## src/rtl/seq_checker_tick.sv

```systemverilog
// Inactivity timer: counts tick pulses, flags the tick that reaches TIMEOUT_TICKS.
module tick_timer #(
  parameter int TIMEOUT_TICKS = 1000
) (
  input  logic clk,
  input  logic rst_n,
  input  logic clr_i,   // restart the count; wins over en_i
  input  logic en_i,    // one tick pulse to count
  output logic tc_o     // this tick is the TIMEOUT_TICKS-th since the last clear
);

  localparam int CNT_W = $clog2(TIMEOUT_TICKS + 1);
  localparam logic [CNT_W-1:0] LAST_VAL = CNT_W'(TIMEOUT_TICKS - 1);
  localparam logic [CNT_W-1:0] SAT_VAL  = CNT_W'(TIMEOUT_TICKS);

  logic [CNT_W-1:0] count_q, count_d;

  // Terminal count is combinational so the owner can react on the same edge
  // as the final tick.
  assign tc_o = en_i && (count_q == LAST_VAL);

  // Next count: clear has priority, otherwise count ticks up to saturation.
  always_comb begin
    count_d = count_q;
    if (clr_i) begin
      count_d = '0;
    end else if (en_i && (count_q != SAT_VAL)) begin
      count_d = count_q + CNT_W'(1);
    end
  end

  // Count register.
  always_ff @(posedge clk or negedge rst_n) begin
    if (!rst_n) begin
      count_q <= '0;
    end else begin
      count_q <= count_d;
    end
  end

endmodule

```

## config.mk

```make
export PLATFORM = sky130hd
export DESIGN_NAME = tick_timer
export DESIGN_NICKNAME = d
export VERILOG_FILES = /design/src/rtl/seq_checker_tick.sv
export SDC_FILE = /design/constraint.sdc
export NUM_CORES = 1
export LEC_CHECK = 0
export CORE_AREA = 2 2 39 41
export CTS_BUF_LIST = sky130_fd_sc_hd__clkbuf_4 sky130_fd_sc_hd__clkbuf_8 sky130_fd_sc_hd__clkbuf_16
export CTS_CLUSTER_SIZE = 12
export DETAILED_ROUTE_END_ITERATION = 6
export DIE_AREA = 0 0 41 43
export PLACE_DENSITY = 0.61
export SYNTH_ARGS = -nofsm -noshare
export SYNTH_HDL_FRONTEND = slang
export SYNTH_SLANG_ARGS = --single-unit
```

## constraint.sdc

```tcl
create_clock -name clk -period 2.2 [get_ports clk]
set_input_delay 0.33 -clock clk [delete_from_list [all_inputs] [get_ports clk]]
set_output_delay 0.33 -clock clk [all_outputs]
set_load 0.01 [all_outputs]
```

==> impl_results.md <==
- Wire per inst: between 15 and 20 um
- Synth Flop Type: dfrtp_1
- CP required: approximately 1900 ps
- Share of layout cells above drive strength 1: 16.9%
- Clock Latency Late Sink: ~280 ps
- Worst-margin pin slew: ~480 ps
- Min-delay worst type: in2async
- Worst Skew: between 1.5 and 2 ps
- Psw: ~100 uW
- CP Launch Type: flip-flop
- Largest register FFs: 10
- H-tree depth: 1
- CTS tree: yes
- Crit-path cells: ha_2, nand4_1, nor4_2, dlygate4sd2_1
- Clk sinks: 10
- Post-Syn Area per Cell: about 9 um^2
- Largest net degree at the start of global routing: 12
- Die ar.: 1760 um^2
- Tcrit/Tclk final: slightly below 90%
- Final hold vios: 0
- Min Hold Slack: around 370 ps
- Logic gate share of total power: a little under a tenth
- Sum Neg Setup Slack: 0 ps
- RSZ-0062 raised after global routing: false
- Core Region: between 1000 and 1500 um^2
- Cell variety after synth: 27
- Global Route Usage Sum: roughly a fifth
- Async SR Flop Fraction: 100%
- Register area: 250 um^2
- Final Critical Period: 1940 ps
- Maximum vdd drop: between 0.2 and 0.3 mV
- Number of flops mapped to enable cells by yosys: 0
- Seq/Total Area, Yosys: a little over 40%
- CTS Buf Count: 3
- Io pins: 5
- Initial antenna violation count: 0
- Fillers: 129
- Setup CP Type: reg2out
- # rows: 14
- Antenna-violating nets left: 0
- Final nets: between 80 and 90
- Clock power frac: around 43%
- PD cells: 552 nW/um^2
- Post-Syn Area: ~610 um^2
- Root buf cell: clkbuf_4
- FF-to-FF Start: count_q[0]
- Crit-path max cell delay: 400 ps
- Slew Viols, Final: 0
- Crit end category: output port
- Flops & latches, synth: 10
- Area of the multi-input gates: around 340 um^2
- CP Launch Point: count_q[1]
- Arrival @ worst endpoint: 1610 ps
- Final setup viols: 0
- Port Buffers: 4
- DRT Pass-1 Iters: 4
- Top flop regs: count_q x10
- Via count: about 570
- Synth warn: 0
- Vias in the first global route: approximately 550
- # diodes: 0
- DPL Wire Length: 993 um
- GPL Wtd Cong: between 0.7 and 0.8
- Die span in y: between 40 and 50 um
- Gate Count Post-Synth: 67
- Fmax achieved: approximately 0.52 GHz
- Synth Net Count: between 70 and 80
- Status: completed
- Slew headroom: roughly 68%
- Clk pin slew, worst setup/hold paths: about 70 ps
- CP max stage cell: dfrtp_1
- Initial core utilization: a little over two fifths
- Largest fanout on the critical path: 5
- Vias/cell: about 6.1
- Static Leakage: 0.293 nW
- Area delta synth->final: 20.6%
- Max Cap Viol: 0
- Share of total power in sequential cells: 47.0%
- Switching share of power: 24.7%
- Longest Clk Path Bufs: 2
- Drt first-iter violations: 19
- # DRC: 0
- Most flop-heavy register: count_q
- Total gr overflow: 0
- First-pass GRT wire length: roughly 2400 um
- Pint: slightly above 300 uW
- Final WL: between 1000 and 1500 um
- Die W: roughly 41 um
-- power by group through the flow --
stage | logic, mW | registers [mW] | clock network [mW]
finish | 0.0388 | 0.190 | 0.176
global route | 0.0436 | 0.191 | 0.187
CTS | 0.0392 | 0.190 | 0.179
detailed placement | 0.0351 | 0.195 | 0
global placement | 0.0341 | 0.195 | 0
floorplan | 0.0187 | 0.194 | 0
-- kinds of logic (layout without fill, tap and decap cells) --
group                    count (synthesis)  in the layout  synth area share, %
flip-flops                              10             10                 41.2
multiplexers                             1              1                 1.85
buffers and inverters                    7             17                 4.53
adder cells (fa/ha/maj)                  2              2                 4.11
AND/OR/NAND/NOR                         29             29                 29.4
XOR/XNOR                                 1              1                 1.44
AO/OA/AOI/OAI                           17             17                 17.5
-- worst max-delay path: cells and delay by family (launching register included) --
kind                       cells  cell delay, ps
DFF                            1             400
and+or+nand+nor                2             390
buffers and inverters          1             300
adders and majority gates      1             240
-- what timing repair did --
action / 4_1_cts / 5_1_grt
resized for setup: 3 / 0
buffers inserted: 1 / 0
hold buffers: 0 / 0
endpoints found under the hold margin: 0 / 0
setup endpoints to repair: 1 / 0
-- metal layers --
layer | global-route usage, % | vias to the layer above | part of all wire, %
met3 | 3.14 | 5 | 4.9
met2 | 32.5 | 20 | 52
met5 | 0 | - | 0
li1 | - | 272 | -
met1 | 24.3 | 272 | 41
met4 | 12.0 | 0 | 2.8
-- final cells by class --
type | count | area share, %
multi-input combinational | 50 | 46.2
clock buffer | 4 | 4.95
timing repair buffer | 8 | 9.39
sequential | 10 | 34.1
inverter | 5 | 2.56
tap | 16 | 2.73
-- Yosys cell counts (2+ instances only) --
library cell	count	area, um^2
dfrtp_1	10	250
o31ai_1	2	15.0
nand2_1	4	15.0
nand3_1	4	20.0
ha_1	2	25.0
a21oi_1	6	30.0
o2111ai_1	2	17.5
or3_1	3	18.8
o21ai_0	3	15.0
nor2_1	3	11.3
nor4_1	2	12.5
o211ai_1	2	15.0
nand4_1	3	18.8
inv_1	5	18.8
or4_1	4	30.0
-- placed cells by master, fill, tap and decap left out, types with 2 or more instances in the layout --
cell | Yosys | final
o21ai_0 | 3 | 3
buf_4 | 0 | 4
clkbuf_4 | 0 | 3
clkdlybuf4s50_1 | 0 | 3
nor2_1 | 3 | 3
o211ai_1 | 2 | 2
dfrtp_1 | 10 | 10
or4_1 | 4 | 4
nand3_1 | 4 | 4
inv_1 | 5 | 5
o31ai_1 | 2 | 2
or3_1 | 3 | 3
nand2_1 | 4 | 4
a21oi_1 | 6 | 6
nand4_1 | 3 | 3
o2111ai_1 | 2 | 2
-- final timing paths --
kind | end | cells after the start | slack (ps)
max | tc_o | 4 | 260
min | count_q[5] | 1 | 370
max reg2reg | count_q[1] | 6 | 530
min reg2reg | count_q[4] | 2 | 590
max in group asynchronous | count_q[9] | 1 | 1500
min in group clk | count_q[4] | 2 | 590
-- metrics by stage --
stage	utilization, %	std cells	total power [mW]	cell area (um^2)	setup WS [ps]
after floorplan	-	67	0.213	608	707
after global placement	49.3	88	0.229	682	102
after detailed placement	49.3	88	0.230	682	30.3
after CTS	53.0	93	0.408	733	256
after global routing	53.0	93	0.422	733	159
final	53.0	93	0.405	733	263
(Power assumes the default switching activity.)
